--- src/rtl/extend_pkg.sv ---
// ---------------------------------------------------------------------------
// extend_pkg
// Shared definitions for the pipelined immediate extender.
//   imm_src_e : immediate format select driven by the decoder
//   IMM_SRC_W : width of the format select field
// Encoding 3'b111 is deliberately left out of the enum. The extender treats
// it as an unsupported format and flags the entry as illegal.
// ---------------------------------------------------------------------------
package extend_pkg;

  localparam int IMM_SRC_W = 3;

  typedef enum logic [IMM_SRC_W-1:0] {
    IMM_I  = 3'd0,
    IMM_S  = 3'd1,
    IMM_B  = 3'd2,
    IMM_J  = 3'd3,
    IMM_U  = 3'd4,
    IMM_Z  = 3'd5,
    IMM_SH = 3'd6
  } imm_src_e;

endpackage

--- src/rtl/extend_stage.sv ---
// ---------------------------------------------------------------------------
// extend_stage
// One elastic register slice with a valid/ready handshake and flush.
//   clk_i, rst_ni      : clock, asynchronous active-low reset
//   flush_i            : clears the held entry on the next rising edge
//   valid_i, ready_o   : upstream side of the handshake
//   data_i             : payload, W bits wide
//   valid_o, ready_i   : downstream side of the handshake
//   data_o             : registered payload
//
// Handshake: a transfer happens on a rising edge where valid and ready are
// both high. The producer holds valid and data stable until that edge. The
// slice is ready whenever it is empty or its entry leaves on the same edge.
// That makes ready combinational from ready_i, so a chain of slices streams
// at one entry per cycle.
// ---------------------------------------------------------------------------
module extend_stage #(
  parameter int W = 8
) (
  input  logic         clk_i,
  input  logic         rst_ni,
  input  logic         flush_i,
  input  logic         valid_i,
  output logic         ready_o,
  input  logic [W-1:0] data_i,
  output logic         valid_o,
  input  logic         ready_i,
  output logic [W-1:0] data_o
);

  logic         valid_q, valid_d;
  logic [W-1:0] data_q, data_d;

  assign ready_o = !valid_q || ready_i;

  always_comb begin
    valid_d = valid_q;
    data_d  = data_q;
    if (ready_o) begin
      valid_d = valid_i;
    end
    if (ready_o && valid_i) begin
      data_d = data_i;
    end
    // Flush wins over everything. An entry leaving downstream on this edge
    // has already been taken by the consumer. An entry arriving on this edge
    // is dropped.
    if (flush_i) begin
      valid_d = 1'b0;
    end
  end

  always_ff @(posedge clk_i or negedge rst_ni) begin
    if (!rst_ni) begin
      valid_q <= 1'b0;
      data_q  <= '0;
    end else begin
      valid_q <= valid_d;
      data_q  <= data_d;
    end
  end

  assign valid_o = valid_q;
  assign data_o  = data_q;

endmodule

--- src/rtl/extend_unit_pipe.sv ---
// ---------------------------------------------------------------------------
// extend_unit_pipe
// Immediate extender for the ID stage. It decodes the immediate from the
// full instruction word, extends it to XLEN, and passes it through STAGES
// elastic register slices together with a sideband tag and an illegal flag.
//   i_clk, i_rst_n     : clock, asynchronous active-low reset
//   i_flush            : drop every in-flight entry
//   i_valid, o_ready   : upstream handshake (transfer when both are high)
//   i_instr            : raw 32-bit instruction word
//   i_imm_src          : format select (extend_pkg::imm_src_e, 3'b111 = illegal)
//   i_tag              : sideband, carried through unchanged
//   o_valid, i_ready   : downstream handshake (transfer when both are high)
//   o_imm              : extended immediate
//   o_tag              : tag of the output entry
//   o_illegal          : entry was decoded from an unsupported format
// Legal parameters: XLEN is 32 or 64, and STAGES is 1..3.
// ---------------------------------------------------------------------------
module extend_unit_pipe
  import extend_pkg::*;
#(
  parameter int XLEN   = 32,
  parameter int STAGES = 1,
  parameter int TAG_W  = 5
) (
  input  logic                 i_clk,
  input  logic                 i_rst_n,
  input  logic                 i_flush,
  input  logic                 i_valid,
  output logic                 o_ready,
  input  logic [31:0]          i_instr,
  input  logic [IMM_SRC_W-1:0] i_imm_src,
  input  logic [TAG_W-1:0]     i_tag,
  output logic                 o_valid,
  input  logic                 i_ready,
  output logic [XLEN-1:0]      o_imm,
  output logic [TAG_W-1:0]     o_tag,
  output logic                 o_illegal
);

  localparam int PW = XLEN + TAG_W + 1;

  logic [31:0]     raw;
  logic            sext;
  logic [XLEN-1:0] imm_dec;
  logic            illegal_dec;

  // Every format is first built as a 32-bit value. Sign-extending formats
  // already carry instr[31] up to bit 31, so widening to XLEN only needs to
  // repeat bit 31 of that value.
  always_comb begin
    raw         = '0;
    sext        = 1'b0;
    illegal_dec = 1'b0;
    case (i_imm_src)
      IMM_I: begin
        raw  = {{20{i_instr[31]}}, i_instr[31:20]};
        sext = 1'b1;
      end
      IMM_S: begin
        raw  = {{20{i_instr[31]}}, i_instr[31:25], i_instr[11:7]};
        sext = 1'b1;
      end
      IMM_B: begin
        raw  = {{19{i_instr[31]}}, i_instr[31], i_instr[7], i_instr[30:25],
                i_instr[11:8], 1'b0};
        sext = 1'b1;
      end
      IMM_J: begin
        raw  = {{11{i_instr[31]}}, i_instr[31], i_instr[19:12], i_instr[20],
                i_instr[30:21], 1'b0};
        sext = 1'b1;
      end
      IMM_U: begin
        raw  = {i_instr[31:12], 12'b0};
        sext = 1'b1;
      end
      IMM_Z: begin
        raw = {27'b0, i_instr[19:15]};
      end
      IMM_SH: begin
        // RV64 shifts use a 6-bit shamt, so instr[25] joins the field.
        if (XLEN == 64) begin
          raw = {26'b0, i_instr[25:20]};
        end else begin
          raw = {27'b0, i_instr[24:20]};
        end
      end
      default: begin
        illegal_dec = 1'b1;
      end
    endcase
    imm_dec = sext ? XLEN'($signed(raw)) : XLEN'(raw);
  end

  // Slice k reads element k and writes element k+1. Element 0 is the decoder
  // side, and element STAGES is the output port side.
  logic [STAGES:0] valid_c;
  logic [STAGES:0] ready_c;
  logic [PW-1:0]   data_c [STAGES+1];

  assign valid_c[0]      = i_valid;
  assign data_c[0]       = {illegal_dec, i_tag, imm_dec};
  assign ready_c[STAGES] = i_ready;
  assign o_ready         = ready_c[0];

  for (genvar k = 0; k < STAGES; k++) begin : g_stage
    extend_stage #(
      .W (PW)
    ) u_stage (
      .clk_i   (i_clk),
      .rst_ni  (i_rst_n),
      .flush_i (i_flush),
      .valid_i (valid_c[k]),
      .ready_o (ready_c[k]),
      .data_i  (data_c[k]),
      .valid_o (valid_c[k+1]),
      .ready_i (ready_c[k+1]),
      .data_o  (data_c[k+1])
    );
  end

  assign o_valid                   = valid_c[STAGES];
  assign {o_illegal, o_tag, o_imm} = data_c[STAGES];

endmodule

--- config.mk ---
export PLATFORM = sky130hd
export DESIGN_NAME = extend_unit_pipe
export DESIGN_NICKNAME = d
export VERILOG_FILES = /design/src/rtl/extend_pkg.sv /design/src/rtl/extend_stage.sv /design/src/rtl/extend_unit_pipe.sv
export SDC_FILE = /design/constraint.sdc
export NUM_CORES = 1
export LEC_CHECK = 0
export ABC_CLOCK_PERIOD_IN_PS = 1400
export BUFFER_PORTS_ARGS = -buffer_cell sky130_fd_sc_hd__buf_4
export CORE_MARGIN = 2
export CORE_UTILIZATION = 50
export CTS_BUF_LIST = sky130_fd_sc_hd__clkbuf_4 sky130_fd_sc_hd__clkbuf_8
export DETAILED_ROUTE_END_ITERATION = 12
export MAX_ROUTING_LAYER = met4
export PLACE_DENSITY = 0.94
export SYNTH_ARGS = -nofsm -noshare
export SYNTH_HDL_FRONTEND = slang
export SYNTH_HIERARCHICAL = 1
export SYNTH_SLANG_ARGS = --single-unit
--- constraint.sdc ---
create_clock -name i_clk -period 1.4 [get_ports i_clk]
set_input_delay 0 -clock i_clk [delete_from_list [all_inputs] [get_ports i_clk]]
set_output_delay 0 -clock i_clk [all_outputs]
set_load 0.01 [all_outputs]
# == Word-level counts from Yosys, hierarchy flattened ==
# Index checks and enable logic that the tools add are counted.
# word_totals
out_inout_bits,40
register_bits,39
# op_classes
reduce_logical,6
muxes,4
eq_ne,6
# ops
cell,count
one-hot mux 32 bit (7 select lines),1
"equality test 3 bit, second input constant",3
OR reduction 7 bit,1
"equality test 3 x 2 -> 1 bit, second input constant",2
"equality test 3 x 1 -> 1 bit, second input constant",1
logical NOT 3 bit,1
two-way mux 1 bit,3
nonzero test 2 bit,1
logical AND 1 bit,1
logical NOT 1 bit,1
logical OR 1 bit,1

# == Depth between registers and ports, before layout ==
# Gate-level depths: netlist of the first run.
# logic_depth
depth_word,4
ltp_mapped,6
ltp_nobuf,4

# == Modules after synthesis ==
# Netlist of the first run, hierarchy kept.
# modules_own_cells
module,instances,area_each_um2,cells_each
extend_stage,1,1546.5,85
extend_unit_pipe,1,590.6,82

# == Worst setup path before layout of the first run ==
# No wires, ideal clock.
# synth_path
path_kind,register to register
startpoint,register g_stage[0].u_stage.valid_q
endpoint,register g_stage[0].u_stage.data_q[12]
required_ps,1275
setup_ps,125
path_slack_ps,104
path_stages_with_launch,6
period_less_slack_ps,1296
path_buffers,2
arrival_ps,1171
path_cell_list,dfrtp_1 -> nand2b_4 -> nand2_2 -> buf_6 -> buf_6 -> mux2_4
# synth_between
elab_chain_cells,3
# synth_lines
item,line,rtl
"start, declared",extend_stage.sv:31,"logic valid_q, valid_d;"
"start signal, assigned",extend_stage.sv:58,valid_q <= valid_d;
logical NOT 1 bit,extend_stage.sv:34,assign ready_o = !valid_q || ready_i;
logical OR 1 bit,extend_stage.sv:34,
named net o_ready,extend_unit_pipe.sv:29,"output logic o_ready,"
logical AND 1 bit,extend_stage.sv:42,if (ready_o && valid_i) begin
"end signal, assigned",extend_stage.sv:59,data_q <= data_d;
"end, declared",extend_stage.sv:32,"logic [W-1:0] data_q, data_d;"
# The timed path passes the listed nets, and every way through them passes these cells.
# A chain may end at the register's enable or synchronous reset.

# == Worst setup path in the final report of the first run ==
# layout_path
startpoint,register g_stage[0].u_stage.valid_q
endpoint,register g_stage[0].u_stage.data_q[0]
# layout_between
elab_chain_cells,3
# layout_lines
item,line
logical NOT 1 bit,extend_stage.sv:34
logical OR 1 bit,extend_stage.sv:34
logical AND 1 bit,extend_stage.sv:42
# No other way between the ends.

==> metrics.cfg, run 1 <==
[synth]
post-synth-top-count-cell = dfrtp_1
ys.flop_type = dfrtp_1
ys_types = 30
synth-seq-cells = 39
synthCells = 167
synth.area.top_cells = dfrtp_1, mux2_4, mux2_2
ys_async_sr_fraction = 1.00
yosysWarnings = 6
synthesis.nets = 212
synthTopCellsByCount = dfrtp_1, mux2_4, mux2_2
synth_area_um2 = 2140
synth_top_area_share = 0.457
syn_area_per_cell_um2 = 12.8
synth-edff-count = 0
synth_seq_area_share = 0.457
yosysTopAreaCell = dfrtp_1

[pwr]
ir_worst_vdd_uv = 604
intPower_w = 0.00228
switching_share = 0.268
powerDensity_nw_per_um2 = 1060
power_frac_seq = 0.438
p_leak_nw = 1.53
power.switching_w = 0.000835
clkPwrFrac = 0.272
combPwrFrac = 0.290
total_power_w = 0.00311

[placement]
dp.final_hpwl_mm = 3.76
port_buffers = 77
pre_cts_ws_ps = -82.8
place.gp.congestion = 0.771

[critical_path]
cp.arrival_ps = 1510
crit_path_max_fanout = 19
cp.required_ps = 1580
cp-start-kind = flop
end_kind = flop
timing.rr.end = g_stage[0].u_stage/data_o[0]$_DFFE_PN0P_
critical_path_class = reg -> reg
ff2ff_path_depth = 4
r2r-start = g_stage[0].u_stage/valid_o$_DFFE_PN0P_
r2r_slack_ps = 60

[routing]
drtIter0Drc = 166
ant_nets = 0
first_pass_iters = 4
totalWireLength_mm = 5.13
num_vias = 1632
detail_route.wl_per_cell_um = 16.9
drc = 0
viasPerCell = 5.37

[clock_network]
clock_sinks = 39
post_cts_buffers = 0
cts_hold_buf = 8
cts_buffers = 5
htreeDepth = 2
clk_transition_reported_paths_ps = 70
worstSkewPairLatency_ps = 290
root_buffer = clkbuf_8
cts_tree = built
cts_repair_resize_count = 0
cts_buffer_depth = 2

[hold_path]
min_path_type = in -> reg
hold_start = i_instr[28]
hold_depth = 3
worstHoldEndpoint = g_stage[0].u_stage/data_o[28]$_DFFE_PN0P_

[timing]
max-slew-margin-rel = 0.238
rsz0062_at_grt = false
finalCritPeriodShare = 0.955
final_hold_viol_count = 0
setup_viol_count_final = 0
finalMaxSlewViolations = 0
hold_slack_ps = 40.3
timing.fmax_mhz = 748
worst_slew_pin_slew_ps = 1140
fin_crit_ps = 1340
fin_worst_skew_ps = 2.83
setup_ws_ps = 63.6

[floorplanning]
dieHeight_um = 69.4
num_io_pins = 85
start_util = 0.527
core_um2 = 4060
fp.dieW_um = 69.4
rows = 23
die_area_um2 = 4810

[global_routing]
grt_antenna_before_repair = 0
grt_pass1_wl_mm = 8.40
grt_use_total = 0.229
grt_overflow = 0
grt_max_degree = 40
grt_pass1_vias = 1714

[outcome]
status = completed

[finish]
final_net_count = 298
nFillCells = 300
layout-drive-gt1-share = 0.551
synthToLayoutAreaGrowth_pct = 37.3
diodes = 0

[flow_run]
maxCapViolCount = 0

[worst max-delay path: stages, from the launching register on]
cell and delay (ps):
dfrtp_1 400, nand2b_4 70, nand2_2 180, buf_12 210
mux2_2 360
[power groups by stage]
stage | clock network (W) | logic (W) | registers (W)
CTS | 0.000868 | 0.000909 | 0.00137
global route | 0.000922 | 0.000966 | 0.00139
detailed placement | 0 | 0.000888 | 0.00138
global placement | 0 | 0.000859 | 0.00137
finish | 0.000848 | 0.000903 | 0.00136
floorplan | 0 | 0.000401 | 0.00144
[routing by layer]
metal / share of wire / track usage / vias to the layer above
li1: - / - / 769
met1: 0.42 / 0.281 / 795
met2: 0.51 / 0.372 / 58
met3: 0.053 / 0.0610 / 10
met4: 0.017 / 0.0697 / 0
met5: 0 / - / -
[cell usage in the layout, fill, tap and decap left out, types with 2 or more instances in the layout]
master / count
dlygate4sd3_1: 8
mux2_2: 18
nor2b_2: 2
buf_12: 2
o22ai_1: 8
mux2i_1: 9
a21oi_1: 16
buf_4: 82
dfrtp_1: 39
clkbuf_8: 7
nor2b_1: 9
a21o_1: 12
a22oi_1: 5
nor2_1: 2
mux2_4: 20
[metrics by stage]
stage	instances	util	instance area [µm²]	TNS, ps
4_1_cts	304	0.723	2930	0
3_5_place_dp	288	0.678	2750	-387
2_1_floorplan	167	-	2140	0
3_3_place_gp	288	0.678	2750	-321
6_report	304	0.723	2930	0
5_1_grt	304	0.723	2930	0
[worst max path at each step]
stage / cells past startpoint / start / end / slack [ps]
2_1_floorplan: 5 / g_stage[0].u_stage/valid_o$_DFFE_PN0P_ / g_stage[0].u_stage/data_o[12]$_DFFE_PN0P_ / 100
3_3_place_gp: 5 / i_imm_src[2] / g_stage[0].u_stage/data_o[26]$_DFFE_PN0P_ / -70
3_5_place_dp: 5 / i_imm_src[2] / g_stage[0].u_stage/data_o[22]$_DFFE_PN0P_ / -80
4_1_cts: 4 / g_stage[0].u_stage/valid_o$_DFFE_PN0P_ / g_stage[0].u_stage/data_o[0]$_DFFE_PN0P_ / 60
5_1_grt: 4 / g_stage[0].u_stage/valid_o$_DFFE_PN0P_ / g_stage[0].u_stage/data_o[0]$_DFFE_PN0P_ / 20
6_report: 4 / g_stage[0].u_stage/valid_o$_DFFE_PN0P_ / g_stage[0].u_stage/data_o[0]$_DFFE_PN0P_ / 60
[registers in the layout, summed over array words and instances (netlist names)]
name / count
g_stage.u_stage/data_o: 38
g_stage.u_stage/valid_o: 1
[cell type report]
class	count	area [µm²]	area share
multi-input cells	113	1050	0.357
flip-flops and latches	39	976	0.333
repair buffers	92	736	0.251
clock buffers	8	104	0.0354
well taps	50	62.6	0.0213
inverters	2	7.51	0.00256
[cells by family (layout without fill, tap and decap cells)]
group | Yosys count | after routing | share of synthesized area
compound gates | 44 | 44 | 0.131
buf+inv | 15 | 102 | 0.0527
simple gates | 21 | 21 | 0.0697
flops | 39 | 39 | 0.457
mux | 47 | 47 | 0.278
xor+xnor | 1 | 1 | 0.0129
(Power assumes the default switching activity.)
==> run 2: changes to the inputs <==
- GPL_TIMING_DRIVEN: default -> 0
==> metrics.cfg, run 2 (synthesis results as in run 1) <==
[critical_path]
critical_path_class = reg -> reg  ; unchanged
end_kind = flop  ; unchanged
cp.arrival_ps = 1490  ; was 1510 ps
crit_path_max_fanout = 10  ; was 19
cp-start-kind = flop  ; unchanged
cp.required_ps = 1580  ; about the same

[floorplanning]
core_um2 = 4060  ; unchanged
die_area_um2 = 4810  ; unchanged
dieHeight_um = 69.4  ; unchanged
start_util = 0.527  ; unchanged
num_io_pins = 85  ; unchanged
fp.dieW_um = 69.4  ; unchanged
rows = 23  ; unchanged

[timing]
fin_crit_ps = 1310  ; was 1340 ps
setup_viol_count_final = 0  ; unchanged
setup_ws_ps = 90.9  ; was 63.6 ps
rsz0062_at_grt = false  ; unchanged
timing.fmax_mhz = 764  ; was 748 MHz
finalMaxSlewViolations = 0  ; unchanged
finalCritPeriodShare = 0.935  ; was 0.955
final_hold_viol_count = 0  ; unchanged
worst_slew_pin_slew_ps = 583  ; was 1140 ps
max-slew-margin-rel = 0.611  ; was 0.238
final.setup.tns_ps = 0  ; unchanged
fin_worst_skew_ps = 1.44  ; was 2.83 ps

[outcome]
status = completed  ; unchanged

[clock_network]
cts_buffer_depth = 2  ; unchanged
worstSkewPairLatency_ps = 290  ; about the same
post_cts_buffers = 0  ; unchanged
clock_sinks = 39  ; unchanged
cts_buffers = 5  ; unchanged
cts_tree = built  ; unchanged
cts_repair_resize_count = 0  ; unchanged
cts_hold_buf = 8  ; unchanged
clk_transition_reported_paths_ps = 70  ; about the same
root_buffer = clkbuf_8  ; unchanged
htreeDepth = 2  ; unchanged

[placement]
place_inst = 293  ; was 288
place.gp.congestion = 0.777  ; was 0.771
dp.final_hpwl_mm = 3.72  ; was 3.76 mm
pre_cts_ws_ps = 87.2  ; was -82.8 ps
port_buffers = 76  ; was 77

[global_routing]
grt_overflow = 0  ; unchanged
grt_max_degree = 40  ; unchanged
grt_use_total = 0.233  ; was 0.229
grt_antenna_before_repair = 0  ; unchanged
grt_pass1_vias = 1759  ; was 1714
grt_pass1_wl_mm = 8.57  ; was 8.40 mm

[finish]
mostFrequentLayoutCells = buf_4, dfrtp_1, mux2_4, mux2_2, a21oi_1  ; unchanged
layout-drive-gt1-share = 0.550  ; was 0.551
final_net_count = 303  ; was 298
final_cells = 308  ; was 304
synthToLayoutAreaGrowth_pct = 37.5  ; was 37.3%
diodes = 0  ; unchanged
nFillCells = 282  ; was 300
largest_register_ffs = 38  ; unchanged
layout_commonest_cell = buf_4  ; unchanged

[routing]
totalWireLength_mm = 5.15  ; was 5.13 mm
drtIter0Drc = 92  ; was 166
num_vias = 1635  ; was 1632
ant_nets = 0  ; unchanged
drc = 0  ; unchanged
first_pass_iters = 4  ; unchanged
viasPerCell = 5.31  ; was 5.37
detail_route.wl_per_cell_um = 16.7  ; was 16.9 µm

[pwr]
ir_worst_vdd_uv = 666  ; was 604 µV
powerDensity_nw_per_um2 = 1030  ; was 1060 nW/µm²
p_leak_nw = 1.54  ; was 1.53 nW

[hold_path]
min_path_type = in -> reg  ; unchanged

[flow_run]
maxCapViolCount = 0  ; unchanged

[run 2: report_power, final]
part           internal, W  switching (W)  total (W)
Sequential         0.00127      0.0000859    0.00136
Combinational     0.000538       0.000368   0.000906
Clock             0.000386       0.000384   0.000770
[run 2: per-stage QoR]
step | hold slack (ps) | power (W) | instance area, µm² | utilization
global placement | -2.18 | 0.00224 | 2770 | 0.683
floorplan | -296 | 0.00184 | 2140 | -
global route | 39.5 | 0.00318 | 2940 | 0.724
CTS | 30.9 | 0.00306 | 2940 | 0.724
detailed placement | 4.56 | 0.00227 | 2770 | 0.683
finish | 35.9 | 0.00304 | 2940 | 0.724
[run 2: layout make-up]
type | instances | area [µm²] | share of cell area
Multi-Input combinational cell | 113 | 1050 | 0.357
Sequential cell | 39 | 976 | 0.332
Timing Repair Buffer | 84 | 651 | 0.221
Buffer | 13 | 105 | 0.0358
Clock buffer | 6 | 82.6 | 0.0281
Tap cell | 50 | 62.6 | 0.0213
Inverter | 2 | 7.51 | 0.00256
Clock inverter | 1 | 5.00 | 0.00170
[run 2: worst paths after layout]
check,start,endpoint,slack [ps],cells past startpoint
max in group asynchronous,i_rst_n,g_stage[0].u_stage/data_o[3]$_DFFE_PN0P_,840,2
hold reg to reg,g_stage[0].u_stage/data_o[35]$_DFFE_PN0P_,g_stage[0].u_stage/data_o[35]$_DFFE_PN0P_,510,1
setup reg to reg,g_stage[0].u_stage/valid_o$_DFFE_PN0P_,g_stage[0].u_stage/data_o[25]$_DFFE_PN0P_,90,5
setup / recovery,g_stage[0].u_stage/valid_o$_DFFE_PN0P_,g_stage[0].u_stage/data_o[25]$_DFFE_PN0P_,90,5
hold / removal,i_instr[28],g_stage[0].u_stage/data_o[28]$_DFFE_PN0P_,40,3
min in group asynchronous,i_rst_n,g_stage[0].u_stage/data_o[16]$_DFFE_PN0P_,210,2
[run 2: per-layer routing]
layer,share of wire,wire (µm),GRT usage,vias up
met5,0,0,-,-
met2,0.52,2650,0.396,55
met4,0.018,93,0.0828,0
met1,0.41,2110,0.269,792
met3,0.056,288,0.0552,10
li1,-,-,-,778
[run 2: critical path: stages (launching register included)]
cell and delay (ps):
dfrtp_1 390, nand2b_4 70, nand2_2 80, buf_6 150, buf_6 190, mux2_4 310
==> run 3: changes to the inputs <==
- ABC_AREA: default -> 1
- CAP_MARGIN: default -> 20
- CORE_UTILIZATION: 50 -> 49
- GPL_TIMING_DRIVEN: 0 -> 1
==> metrics.cfg, run 3 <==
[outcome]
status = completed  ; unchanged

[critical_path]
worstPathCellList = nand2_2, buf_4, buf_4  ; was nand2b_4, nand2_2, buf_6, buf_6, mux2_4
crit_path_top_delay_cell = dfrtp_1  ; unchanged
crit_path_frequent_cell = buf_4  ; was buf_6
crit_path_max_fanout = 21  ; was 10
ff2ff_path_depth = 5  ; unchanged
cp.required_ps = 1400  ; was 1580 ps
end_kind = output pin  ; was flop
cp.arrival_ps = 1270  ; was 1490 ps
cp-start-kind = flop  ; unchanged
critPathMaxStageDelay_ps = 390  ; about the same
critical_path_class = reg -> out  ; was reg -> reg

[pwr]
p_leak_nw = 1.54  ; about the same
power.switching_w = 0.000798  ; was 0.000838 W
clkPwrFrac = 0.271  ; was 0.254
powerDensity_nw_per_um2 = 1030  ; about the same
ir_worst_vdd_uv = 493  ; was 666 µV
power_frac_seq = 0.478  ; was 0.448
intPower_w = 0.00197  ; was 0.00220 W
total_power_w = 0.00277  ; was 0.00304 W
combPwrFrac = 0.251  ; was 0.298
switching_share = 0.288  ; was 0.276

[placement]
place_inst = 372  ; was 293
port_buffers = 77  ; was 76
dp.final_hpwl_mm = 3.68  ; was 3.72 mm
placed_area_um2 = 2530  ; was 2770 µm²
place.gp.congestion = 0.940  ; was 0.777

[global_routing]
grt_antenna_before_repair = 0  ; unchanged
grt_use_total = 0.260  ; was 0.233
grt_max_degree = 40  ; unchanged
grt_overflow = 0  ; unchanged
grt_pass1_vias = 1934  ; was 1759
grt_pass1_wl_mm = 8.54  ; was 8.57 mm

[synth]
synthTopCellsByCount = nand2_1, nand3_1, dfrtp_1  ; was dfrtp_1, mux2_4, mux2_2
yosysTopAreaCell = dfrtp_1  ; unchanged
ys.flop_type = dfrtp_1  ; unchanged
synth-seq-cells = 39  ; unchanged
synth_area_um2 = 1950  ; was 2140 µm²
ys_async_sr_fraction = 1.00  ; unchanged
synthesis.nets = 302  ; was 212
synth_seq_area_share = 0.501  ; was 0.457
synth-edff-count = 0  ; unchanged
synth_top_area_share = 0.501  ; was 0.457
ys_types = 19  ; was 30
post-synth-top-count-cell = nand2_1  ; was dfrtp_1
synthCells = 257  ; was 167
syn_area_per_cell_um2 = 7.58  ; was 12.8 µm²
yosysWarnings = 6  ; unchanged
synth.area.top_cells = dfrtp_1, nand2_1, nand3_1  ; was dfrtp_1, mux2_4, mux2_2

[routing]
first_pass_iters = 4  ; unchanged
drc = 0  ; unchanged
num_vias = 1999  ; was 1635
detail_route.wl_per_cell_um = 13.2  ; was 16.7 µm
ant_nets = 0  ; unchanged
drtIter0Drc = 99  ; was 92
totalWireLength_mm = 5.10  ; was 5.15 mm
viasPerCell = 5.17  ; was 5.31

[flow_run]
maxCapViolCount = 0  ; unchanged

[hold_path]
hold_depth = 5  ; was 3
min_path_type = in -> reg  ; unchanged

[finish]
largest_register_ffs = 38  ; unchanged
final_cells = 387  ; was 308
synthToLayoutAreaGrowth_pct = 38.1  ; was 37.5%
layout_commonest_cell = nand2_1  ; was buf_4
fin_area_um2 = 2690  ; was 2940 µm²
mostFrequentLayoutCells = nand2_1, buf_4, nand3_1, dfrtp_1, inv_1  ; was buf_4, dfrtp_1, mux2_4, mux2_2, a21oi_1
nFillCells = 327  ; was 282
layout-drive-gt1-share = 0.283  ; was 0.550
diodes = 0  ; unchanged
final_net_count = 383  ; was 303

[timing]
finalCritPeriodShare = 0.906  ; was 0.935
timing.fmax_mhz = 789  ; was 764 MHz
finalMaxSlewViolations = 0  ; unchanged
fin_worst_skew_ps = 7.03  ; was 1.44 ps
setup_viol_count_final = 0  ; unchanged
fin_crit_ps = 1270  ; was 1310 ps
final_hold_viol_count = 0  ; unchanged
worst_slew_pin_slew_ps = 477  ; was 583 ps
rsz0062_at_grt = false  ; unchanged
max-slew-margin-rel = 0.682  ; was 0.611
final.setup.tns_ps = 0  ; unchanged

[clock_network]
cts_tree = built  ; unchanged
clock_sinks = 39  ; unchanged
htreeDepth = 2  ; unchanged
worstSkewPairLatency_ps = 290  ; about the same
post_cts_buffers = 0  ; unchanged
clk_transition_reported_paths_ps = 70  ; about the same
cts_repair_resize_count = 0  ; unchanged
cts_buffer_depth = 2  ; unchanged
cts_buffers = 5  ; unchanged
root_buffer = clkbuf_8  ; unchanged

[floorplanning]
num_io_pins = 85  ; unchanged
core_um2 = 3740  ; was 4060 µm²
start_util = 0.520  ; was 0.527
fp.dieW_um = 67.0  ; was 69.4 µm
die_area_um2 = 4490  ; was 4810 µm²
rows = 22  ; was 23
dieHeight_um = 67.0  ; was 69.4 µm

## run 3: cell type report
class / count / area [µm²] / area share
timing repair buffer: 88 / 678 / 0.252
multi-input combinational: 192 / 841 / 0.313
clock buffer: 7 / 83.8 / 0.0312
clock inverter: 1 / 5.00 / 0.00186
tap: 48 / 60.1 / 0.0223
inverter: 12 / 45.0 / 0.0168
sequential: 39 / 976 / 0.363
## run 3: cell families after synthesis
kind of cell / share of synthesized area
buffers and inverters: 0.0668
AOI/OAI and AO/OA: 0.0353
and+or+nand+nor: 0.397
DFF: 0.501
## run 3: timing repair
| action | 4_1_cts | 5_1_grt |
|---|---|---|
| hold buffers | 7 | 0 |
| endpoints found under the setup margin | 0 | 0 |
| endpoints found under the hold margin | 45 | 0 |
## run 3: path summary, 6_finish.rpt
check	to	slack [ps]	from
worst max register to register	g_stage[0].u_stage/data_o[9]$_DFFE_PN0P_	200	g_stage[0].u_stage/valid_o$_DFFE_PN0P_
max in group asynchronous	g_stage[0].u_stage/data_o[25]$_DFFE_PN0P_	850	i_rst_n
worst max-delay path	o_ready	130	g_stage[0].u_stage/valid_o$_DFFE_PN0P_
worst min register to register	g_stage[0].u_stage/data_o[25]$_DFFE_PN0P_	470	g_stage[0].u_stage/data_o[25]$_DFFE_PN0P_
worst min-delay path	g_stage[0].u_stage/data_o[13]$_DFFE_PN0P_	30	i_instr[13]
min in group asynchronous	g_stage[0].u_stage/data_o[9]$_DFFE_PN0P_	210	i_rst_n
## run 3: per-stage QoR
stage           util  setup slack [ps]  hold WS [ps]
2_1_floorplan      -               354          -296
3_3_place_gp   0.676               271         -7.84
3_5_place_dp   0.676               226         -7.13
4_1_cts        0.718               118          29.4
5_1_grt        0.718              50.6          61.4
6_report       0.718               132          31.1
## run 3: power by group through the flow
stage | Combinational (W) | Clock [W] | Sequential, W
global placement | 0.000664 | 0 | 0.00134
detailed placement | 0.000684 | 0 | 0.00134
global route | 0.000776 | 0.000831 | 0.00134
CTS | 0.000701 | 0.000764 | 0.00132
floorplan | 0.000259 | 0 | 0.00140
finish | 0.000695 | 0.000751 | 0.00132
## run 3: per-layer routing
metal  global-route usage  wire (µm)  up-vias
met2                0.421       2490       76
met5                    -          0        -
li1                     -          -      988
met4               0.0791         78        0
met3               0.0625        345        9
met1                0.324       2190      926
## run 3: critical path, delay by kind of cell, from the launching register on
kind | cells | cell delay [ps]
DFF | 1 | 390
and+or+nand+nor | 1 | 160
buffers and inverters | 2 | 430
